==> src/rtl/instr_fetch_unit_pkg.sv <==
// Shared processor definitions for the fetch stage: FSM encoding, instruction width, HLT opcode.
package instr_fetch_unit_pkg;

    localparam int INSTR_WIDTH = 16;
    localparam logic [3:0] HLT_OPCODE = 4'hF;

    typedef enum logic [1:0] {
        BOOT   = 2'd0,
        FETCH  = 2'd1,
        HALTED = 2'd2
    } fetch_state_t;

endpackage

==> src/rtl/instr_fetch_unit_pc_register.sv <==
// Program counter: sync reset to RESET_PC, redirect load (bit 0 cleared) beats +2 advance, else hold.
// Single-cycle update; the caller deasserts both controls to hold.
module pc_register #(
    parameter int                    ADDR_WIDTH = 16,
    parameter logic [ADDR_WIDTH-1:0] RESET_PC   = '0
) (
    input  logic                  clk,
    input  logic                  rst,
    input  logic                  redirect,
    input  logic                  advance,
    input  logic [ADDR_WIDTH-1:0] target,
    output logic [ADDR_WIDTH-1:0] pc
);

    always_ff @(posedge clk) begin
        if (rst) begin
            pc <= RESET_PC;
        end else if (redirect) begin
            pc <= target & ~ADDR_WIDTH'(1);
        end else if (advance) begin
            pc <= pc + ADDR_WIDTH'(2);
        end
    end

endmodule

==> src/rtl/instr_fetch_unit.sv <==
// Instruction fetch: drives the imem read port from the PC and registers each word for decode.
// Latency: word at pc appears on instr_out one edge after it is addressed in FETCH.
// Backpressure: stall holds PC and instruction register; redirect overrides stall and squashes.
module instr_fetch_unit
    import instr_fetch_unit_pkg::*;
#(
    parameter int                    ADDR_WIDTH  = 16,
    parameter logic [ADDR_WIDTH-1:0] RESET_PC    = '0,
    parameter logic [3:0]            HALT_OPCODE = HLT_OPCODE
) (
    input  logic                   clk,
    input  logic                   rst,
    output logic [ADDR_WIDTH-1:0]  imem_addr,
    output logic                   imem_en,
    output logic                   imem_wr,
    output logic [INSTR_WIDTH-1:0] imem_wdata,
    input  logic [INSTR_WIDTH-1:0] imem_rdata,
    input  logic                   stall,
    input  logic                   redirect_valid,
    input  logic [ADDR_WIDTH-1:0]  redirect_pc,
    output logic [INSTR_WIDTH-1:0] instr_out,
    output logic [ADDR_WIDTH-1:0]  instr_pc,
    output logic [ADDR_WIDTH-1:0]  instr_pc_plus2,
    output logic                   instr_valid,
    output logic                   halted
);

    fetch_state_t          state;
    logic [ADDR_WIDTH-1:0] pc;
    logic                  fetching;
    logic                  is_halt;
    logic                  pc_redirect;
    logic                  pc_advance;

    assign fetching    = (state == FETCH);
    assign is_halt     = (imem_rdata[INSTR_WIDTH-1 -: 4] == HALT_OPCODE);
    assign pc_redirect = fetching && redirect_valid;
    // A fetched HLT freezes the PC at its own address.
    assign pc_advance  = fetching && !redirect_valid && !stall && !is_halt;

    assign imem_addr  = pc;
    assign imem_wr    = 1'b0;
    assign imem_wdata = '0;

    pc_register #(
        .ADDR_WIDTH (ADDR_WIDTH),
        .RESET_PC   (RESET_PC)
    ) u_pc (
        .clk      (clk),
        .rst      (rst),
        .redirect (pc_redirect),
        .advance  (pc_advance),
        .target   (redirect_pc),
        .pc       (pc)
    );

    always_ff @(posedge clk) begin
        if (rst) begin
            state          <= BOOT;
            imem_en        <= 1'b0;
            halted         <= 1'b0;
            instr_out      <= '0;
            instr_pc       <= '0;
            instr_pc_plus2 <= '0;
            instr_valid    <= 1'b0;
        end else begin
            case (state)
                BOOT: begin
                    state   <= FETCH;
                    imem_en <= 1'b1;
                end
                FETCH: begin
                    if (redirect_valid) begin
                        instr_valid <= 1'b0;
                    end else if (!stall) begin
                        instr_out      <= imem_rdata;
                        instr_pc       <= pc;
                        instr_pc_plus2 <= pc + ADDR_WIDTH'(2);
                        instr_valid    <= 1'b1;
                        if (is_halt) begin
                            state   <= HALTED;
                            imem_en <= 1'b0;
                            halted  <= 1'b1;
                        end
                    end
                end
                HALTED: begin
                    state <= HALTED;
                end
                default: begin
                    state   <= BOOT;
                    imem_en <= 1'b0;
                end
            endcase
        end
    end

endmodule

==> config.mk <==
export PLATFORM = sky130hd
export DESIGN_NAME = instr_fetch_unit
export DESIGN_NICKNAME = d
export VERILOG_FILES = /design/src/rtl/instr_fetch_unit_pkg.sv /design/src/rtl/instr_fetch_unit_pc_register.sv /design/src/rtl/instr_fetch_unit.sv
export SDC_FILE = /design/constraint.sdc
export NUM_CORES = 1
export LEC_CHECK = 0
export CORE_MARGIN = 4
export CORE_UTILIZATION = 35
export DETAILED_ROUTE_END_ITERATION = 8
export PLACE_DENSITY = 0.66
export SKIP_CTS_REPAIR_TIMING = 1
export SLEW_MARGIN = 0
export SYNTH_ARGS = -nofsm -noshare
export SYNTH_HDL_FRONTEND = slang
export SYNTH_SLANG_ARGS = --single-unit
==> constraint.sdc <==
create_clock -name clk -period 4.8 [get_ports clk]
set_input_delay 1.44 -clock clk [delete_from_list [all_inputs] [get_ports clk]]
set_output_delay 1.44 -clock clk [all_outputs]
set_load 0.01 [all_outputs]
# Word level (Yosys, flattened, before mapping)
# Index checks and enable logic that the tools add are counted.
# classes
n_addsub	1
n_eq_ne	7
muxes	12
n_bitwise	3
reduce_logical	15
# ops
cell	count
$mux W16	2
$add A16 B2 Y16 const B	1
$reduce_and A4 Y1	2
$mux W2	3
$pmux W2 S3	1
$reduce_and A3 Y1	2
$mux W1	5
$eq A4 B4 Y1 const B	1
$logic_and A1 B1 Y1	4
$ne A2 B1 Y1 const B	2
$ne A2 B2 Y1 const B	2
$logic_not A1 Y1	3
$not A1 Y1	3
$pmux W1 S3	1
$eq A2 B1 Y1 const B	1
$eq A2 B2 Y1 const B	1
$logic_not A2 Y1	1
$reduce_and A2 Y1	1
$reduce_bool A2 Y1	1
$reduce_or A2 Y1	1
# word_totals
ff_bits	69
inputBits	36

# Depth between registers and ports, before layout
# Gate-level depths: netlist of run 1.
# logic_depth
word_depth	6
mapped_depth	8
depth_no_buf	6

# Cells and area by module
# From an unflattened synthesis of run 1, not the netlist that was laid out.
# unflattened
hier_cells	384
area_unflattened_um2	3224.3
# modules_own_cells
module	instances	cells_each	area_each_um2
instr_fetch_unit	1	277	2316.0
pc_register	1	107	908.4

# Worst setup path before layout of run 1
# OpenSTA, ideal clock, no wires.
# synth_path
path_kind	input port to flip-flop
from	in redirect_valid
to	reg u_pc.pc[8]
arrival_time_ps	2692
slack_ps	2049
stages	6
path_buffers	2
cell_sequence	or3b_1 > buf_2 > or3_1 > buf_2 > o21bai_1 > a221o_1
# synth_between
elab_chain_len	5
# synth_rtl
element	line_no	text
start: declaration	instr_fetch_unit.sv:19	input logic redirect_valid,
$logic_not A1 Y1	instr_fetch_unit.sv:39	assign pc_advance = fetching && !redirect_valid && !stall && !is_halt;
$logic_and A1 B1 Y1 (3 in a row)	instr_fetch_unit.sv:39	
$reduce_bool A2 Y1 (no line)	--	
end signal: assignment	instr_fetch_unit_pc_register.sv:19	pc <= target & ~ADDR_WIDTH'(1);
end signal: assignment	instr_fetch_unit_pc_register.sv:21	pc <= pc + ADDR_WIDTH'(2);
end: declaration	instr_fetch_unit_pc_register.sv:12	output logic [ADDR_WIDTH-1:0] pc
# Several ways; a longest one is shown, not always the timed one.
# A chain may end at the register's enable or synchronous reset.

# Worst setup path in the final report of run 1
# layout_path
from	in stall
to	reg instr_pc[2]
# layout_between
elab_chain_len	2
# layout_rtl
element	line_no	text
start: declaration	instr_fetch_unit.sv:18	input logic stall,
$not A1 Y1 (no line)	--	
$reduce_and A3 Y1 (no line)	--	
end signal: assignment	instr_fetch_unit.sv:77	instr_pc <= pc;
end: declaration	instr_fetch_unit.sv:22	output logic [ADDR_WIDTH-1:0] instr_pc,
# Every way passes these cells.

==> results of run 1 <==
## logic make-up after synthesis
| kind of cell | share of synthesized area |
|---|---|
| AOI/OAI and AO/OA | 0.1945 |
| xor gates and xnor gates | 0.03263 |
| adders and majority gates | 0.01695 |
| buffers and inverters | 0.09449 |
| DFF | 0.4475 |
| muxes | 0.01017 |
| other | 0.001270 |
| and+or+nand+nor | 0.2026 |
## layer usage
metal  track usage  vias to the layer above
li1              -                     1384
met1        0.1959                     1287
met2        0.2745                       99
met3       0.05142                        8
met4       0.05567                        0
met5             0                        -
## worst min-delay path: cells and delay by family, from the launching register on
kind            cells  cell delay [ns]
flops               1             0.31
simple gates        1             0.05
compound gates      1             0.05
## registers in the layout, indices dropped and copies added (netlist names)
| name | cells |
|---|---|
| imem_en | 1 |
| halted | 1 |
| instr_valid | 1 |
| state | 2 |
| instr_out | 16 |
| u_pc.pc | 15 |
| instr_pc | 15 |
| instr_pc_plus2 | 15 |
## worst paths after layout
path / start / cells after the start / to
worst max register to register: state[1]$_SDFFE_PP0P_ / 7 / instr_pc[2]$_SDFFE_PP0P_
worst max-delay path: stall / 6 / instr_pc[2]$_SDFFE_PP0P_
worst min register to register: instr_pc[7]$_SDFFE_PP0P_ / 2 / instr_pc[7]$_SDFFE_PP0P_
worst min-delay path: instr_pc[7]$_SDFFE_PP0P_ / 2 / instr_pc[7]$_SDFFE_PP0P_
## where the power goes
part / switching, W / leakage (nW) / internal, W
sequential: 0.0000686 / 0.535 / 0.000609
combinational: 0.000200 / 0.770 / 0.000205
clock: 0.000203 / 0.0965 / 0.000229
total: 0.000471 / 1.40 / 0.00104
## layout make-up
class	count	area, µm²	share of cell area
Clock inverter	2	10.01	0.002444
Timing Repair Buffer	102	1006	0.2456
Inverter	6	22.52	0.005500
Multi-Input combinational cell	263	1431	0.3495
Tap cell	105	131.4	0.03208
Sequential cell	66	1321	0.3226
Clock buffer	14	172.7	0.04216
## Yosys cell counts, types with 2 or more instances
| cell type | instances | area [µm²] |
|---|---|---|
| clkbuf_2 | 3 | 15.01 |
| o21ai_0 | 6 | 30.03 |
| a31oi_1 | 3 | 18.77 |
| nand3_1 | 6 | 30.03 |
| nand2_1 | 76 | 285.3 |
| o22ai_1 | 2 | 12.51 |
| buf_1 | 3 | 11.26 |
| mux2i_1 | 3 | 30.03 |
| o31a_1 | 2 | 17.52 |
| a21oi_1 | 46 | 230.2 |
| a311oi_1 | 2 | 17.52 |
| xnor2_1 | 10 | 87.58 |
| a22o_1 | 3 | 26.28 |
| nor2_1 | 25 | 93.84 |
| nor4_1 | 8 | 50.05 |
| o311ai_0 | 2 | 17.52 |
| dfxtp_1 | 66 | 1321 |
| o21bai_1 | 5 | 37.54 |
| buf_2 | 4 | 20.02 |
| nor3_1 | 4 | 20.02 |
| a221o_1 | 2 | 20.02 |
| buf_4 | 20 | 150.1 |
| ha_1 | 4 | 50.05 |
| inv_1 | 6 | 22.52 |
| a211oi_1 | 12 | 90.09 |
| a21o_1 | 3 | 22.52 |
| clkbuf_1 | 16 | 60.06 |
| nor4_2 | 3 | 37.54 |
| nand4_1 | 3 | 18.77 |
## per-stage QoR
stage	setup slack (ns)	utilization	total power [W]	cells
4_1_cts	1.638	0.4984	0.001530	558
3_5_place_dp	1.283	0.4762	0.001097	542
2_1_floorplan	2.049	-	0.0009154	381
5_1_grt	1.444	0.4984	0.001604	558
6_report	1.672	0.4984	0.001515	558
3_3_place_gp	1.331	0.4762	0.001088	542
==> metrics, run 1 <==
status=finished clean; Core ar.=8217 µm²; Die Height=between 90 and 100 µm; max-slew violations=0; Final period util=0.6516; Port Buffers=a little under 100; max incr delay on CP=around 0.65 ns; Final setup viols=0; met2 wire len=a little under 4000 µm; fillcell total=840; ANT nets after route=0; kind of start point of the critical path=input port; fin nets=between 400 and 500; dpl cell area=approximately 3900 µm²; Pre-antenna DRT Iters=4; setup total negative slack=0 ns; PD cells=between 300 and 400 nW/µm²; CTS buffer count=9; Iter 0 DRT Violations=98; initial antenna violation count=0; Cell variety after synth=between 40 and 50; DR WL/cell=~15 µm; Slew Limit Headroom=0.4404; Ys Warns=0; Top FF cell, synth=dfxtp_1; WL met3=736 µm; final instance area=slightly above 4000 µm²; via count=between 2,000 and 3,000; Worst-path clk slew=around 0.07 ns; Core Rows=33; Initial Utilization=0.3594; most frequent cells in the layout=97 x clkdlybuf4s50_1, 76 x nand2_1, 66 x dfxtp_1, 46 x a21oi_1, 24 x nor2_1; CTS tree=yes; Leakage=between 1 and 1.5 nW; largest net degree at the start of global routing=47; synthesized flop and latch total=66; H-Tree Depth=3; Max FO, Critical Path=40; most common cell after layout, fill and taps aside=clkdlybuf4s50_1; die width=between 90 and 100 µm; post-layout min period=between 3 and 4 ns; CP top delay family=simple AND/OR/NAND/NOR gates; Hold Violations, Final=0; Max VDD drop=between 0.15 and 0.2 mV; Seq/Total Area, Yosys=0.4475; Worst Tran Pin Value=around 0.84 ns; Max Clk Rate=approximately 0.32 GHz; Crit-path slowest cell=nor2_4; IO Pins=120; crit path cell chain=clkdlybuf4s50_1, or2b_1, nor2_4, buf_4, nand2_1, a21oi_1; Layout area overhead=38.69%; top sig layer=met4; Setup crit end kind=flop; share of cells above drive strength 1=0.05298; clk_lat worst skew=around 0.34 ns; Hold Crit Class=reg2reg; routability cong.=0.7515; buffer type at the clock tree root=clkbuf_8; drt drc=0; minimum hold slack=approximately 0.45 ns; Worst EP arrival=3.39 ns; Detailed Place HPWL=5884 µm; Die ar.=between 9000 and 10,000 µm²; GRT Residual Overflow=0; routed wire length=8136 µm; Clock Skews=approximately 0.0080 ns; total clock sinks=66; WL met1=3434 µm; CP Data Required Time=a little over 5 ns; RSZ-0062 raised after global routing=no; Max-Cap Viols=0; Synth async-reset ratio=0; All-Layer GR Usage=0.1628; Worst Path Buf+Inv=2; # diodes=0; via/cell ratio=around 5.0; Post-synth EDFFs=0; CP Class=in2reg; first-pass GRT wire length=12,920 µm; area of the mapped netlist=2953 µm²; Mapped Cells=approximately 360; clock buffer depth=2; reg2reg setup slack=2.62 ns; vias in the first global route=2,610; post-synthesis average cell area=about 8.2 µm²
(Power assumes the default switching activity.)
==> run 2: changes to the inputs <==
Settings changed: PLACE_DENSITY 0.66 to 0.69.
Clock period 4.8 ns to 2.6 ns, I/O delays scaled along.
==> run 2 against run 1 <==
  * Sequential power up 84%
  * Register-to-register slack got worse by 2.2 ns
  * Clock power rose by 110%
  * Final cell count rose by 2.0%
  * Sequential share of layout area fell by 0.95 points
  * First-iteration DRC count is 1.0% higher
  * Setup slack got worse by 1.4 ns
  * Non-clock buffer count increased by 12
  * Clock skew is essentially flat
  * Routed wire length rose by 3.4%
  * Critical endpoint is now imem_addr[9]
==> metrics, run 2 (synthesized netlist as in run 1, its figures left out) <==
top sig layer=met4; CP Launch Point=u_pc.pc[9]$_SDFFE_PP0P_; Slew Limit Headroom=0.6642 (+0.2238); Final period util=0.8864; Final setup viols=0 (unchanged); CP Data Required Time=1.82 ns (-3.24 ns); buffer type at the clock tree root=clkbuf_8; Port Buffers=98 (unchanged); Initial Utilization=0.3594 (unchanged); final core utilization=0.5135 (+0.01508); Crit-path slowest cell=clkdlybuf4s50_1; DR WL/cell=14.79 µm (+1.4%); minimum hold slack=0.4543 ns (+0.0007960 ns); largest net degree at the start of global routing=44 (-6.4%); reg2reg start=u_pc.pc[1]$_SDFFE_PP0P_; via count=2,811 (+1.2%); vias in the first global route=2,729 (+4.6%); CP top delay family=buffers and inverters; Worst-path clk slew=0.07 ns (about the same); routability cong.=0.7972 (+6.1%); post-layout min period=between 2 and 2.5 ns; CTS tree=yes; Die Height=99.85 µm (unchanged); clock buffer depth=2 (unchanged); R2R cell count=5 (-2); Max VDD drop=0.3782 mV (+130%); via/cell ratio=4.940 (-0.77%); Layout area overhead=42.88%; most common cell after layout, fill and taps aside=clkdlybuf4s50_1; ANT nets after route=0 (unchanged); GRT Residual Overflow=0 (unchanged); Die ar.=9970 µm² (unchanged); post-route setup slack=0.2955 ns (-1.377 ns); max incr delay on CP=0.62 ns (-0.03 ns); met2 wire len=4020 µm (+3.4%); reg2reg end=instr_pc_plus2[15]$_SDFFE_PP0P_; WL met3=810 µm (+10%); multi-input logic area=1431 µm² (unchanged); Hold Violations, Final=0 (unchanged); crit path cell chain=clkdlybuf4s50_1; All-Layer GR Usage=0.1713 (+0.008413); Setup crit end kind=output pin; Max FO, Critical Path=9 (-78%); drt drc=0 (unchanged); CP Class=reg2out; Pre-antenna DRT Iters=4 (unchanged); status=finished clean; Max Clk Rate=about 0.43 GHz; Core ar.=8217 µm² (unchanged); most frequent cells in the layout=97 x clkdlybuf4s50_1, 76 x nand2_1, 66 x dfxtp_1, 46 x a21oi_1, 24 x nor2_1; CP Depth=1 (-5); Detailed Place HPWL=6261 µm (+6.4%); H-Tree Depth=3 (unchanged); die width=99.85 µm (unchanged); Core Rows=33 (unchanged); Worst Path Buf+Inv=1 (-1); IO Pins=120 (unchanged); register area=1321 µm² (unchanged); PD cells=698.4 nW/µm² (+89%); RSZ-0062 raised after global routing=no; fin nets=500 (+2.5%); # diodes=0 (unchanged); kind of start point of the critical path=flop; fillcell total=811 (-3.5%); Leakage=1.474 nW (+5.2%); Max-Cap Viols=0 (unchanged); Top reg by flops=instr_out; Clock Skews=0.008291 ns (+0.0003352 ns); Worst Tran Pin Value=0.5023 ns (-0.3351 ns); CTS buffer count=9 (unchanged); WL met1=3514 µm (+2.3%); Worst EP arrival=1.52 ns (-1.87 ns); routed wire length=8416 µm (+3.4%); initial antenna violation count=0 (unchanged); setup total negative slack=0 ns (unchanged); clk_lat worst skew=0.35 ns (about the same); max reg flops=16 (unchanged); Post-Place Worst Slack=0.02169 ns (-1.261 ns); reg2reg setup slack=0.47 ns (-2.15 ns); Hold Crit Class=reg2reg; share of cells above drive strength 1=0.07759 (+0.02461); Iter 0 DRT Violations=99 (+1.0%); Setup crit end=imem_addr[9]; first-pass GRT wire length=13,480 µm (+4.3%); total clock sinks=66 (unchanged); max-slew violations=0 (unchanged)
==> run 2: cell types whose count changed in the layout (fill, tap and decap cells not counted) <==
cell,before,now
buf_12,0,1
clkinv_2,2,1
buf_4,4,15
clkbuf_1,2,1
bufinv_16,0,1
==> run 2: layout make-up <==
class | count | share of cell area
clock buffers | 13 | 0.04004
well taps | 105 | 0.03114
multi-input cells | 263 | 0.3393
repair buffers | 114 | 0.2628
clock inverters | 2 | 0.008304
inverters | 6 | 0.005338
flip-flops and latches | 66 | 0.3132
==> run 2: worst min-delay path by stage <==
stage | startpoint | endpoint | slack (ns) | cells past startpoint
global placement | instr_out[11]$_SDFFE_PP0P_ | instr_out[11]$_SDFFE_PP0P_ | 0.44 | 2
detailed placement | instr_pc[2]$_SDFFE_PP0P_ | instr_pc[2]$_SDFFE_PP0P_ | 0.45 | 2
CTS | instr_pc[2]$_SDFFE_PP0P_ | instr_pc[2]$_SDFFE_PP0P_ | 0.46 | 2
global route | instr_pc[2]$_SDFFE_PP0P_ | instr_pc[2]$_SDFFE_PP0P_ | 0.48 | 2
floorplan | instr_out[0]$_SDFFE_PP0P_ | instr_out[0]$_SDFFE_PP0P_ | 0.48 | 2
finish | instr_pc[13]$_SDFFE_PP0P_ | instr_pc[13]$_SDFFE_PP0P_ | 0.45 | 2
==> run 2: power by group <==
group / internal (W) / switching (W)
sequential: 0.00113 / 0.000123
combinational: 0.000417 / 0.000387
clock: 0.000515 / 0.000379
total: 0.00206 / 0.000889
==> run 2: routing by layer <==
metal  global-route usage  vias to the layer above
li1                     -                     1408
met1               0.2060                     1287
met2               0.2812                      110
met3              0.05837                        6
met4              0.06723                        0
met5                    0                        -
==> run 2: per-stage QoR <==
stage               power, W  std cells  cell area (µm²)
floorplan           0.001690        381             3024
global placement    0.002055        554             4015
detailed placement  0.002077        554             4015
CTS                 0.002976        569             4219
global route        0.003117        569             4219
finish              0.002947        569             4219
==> run 3: changes to the inputs <==
Settings changed: SKIP_CTS_REPAIR_TIMING 1 to default.
==> results of run 3 <==
Same layout as run 2: the final DEF is identical, and so are final timing and power.
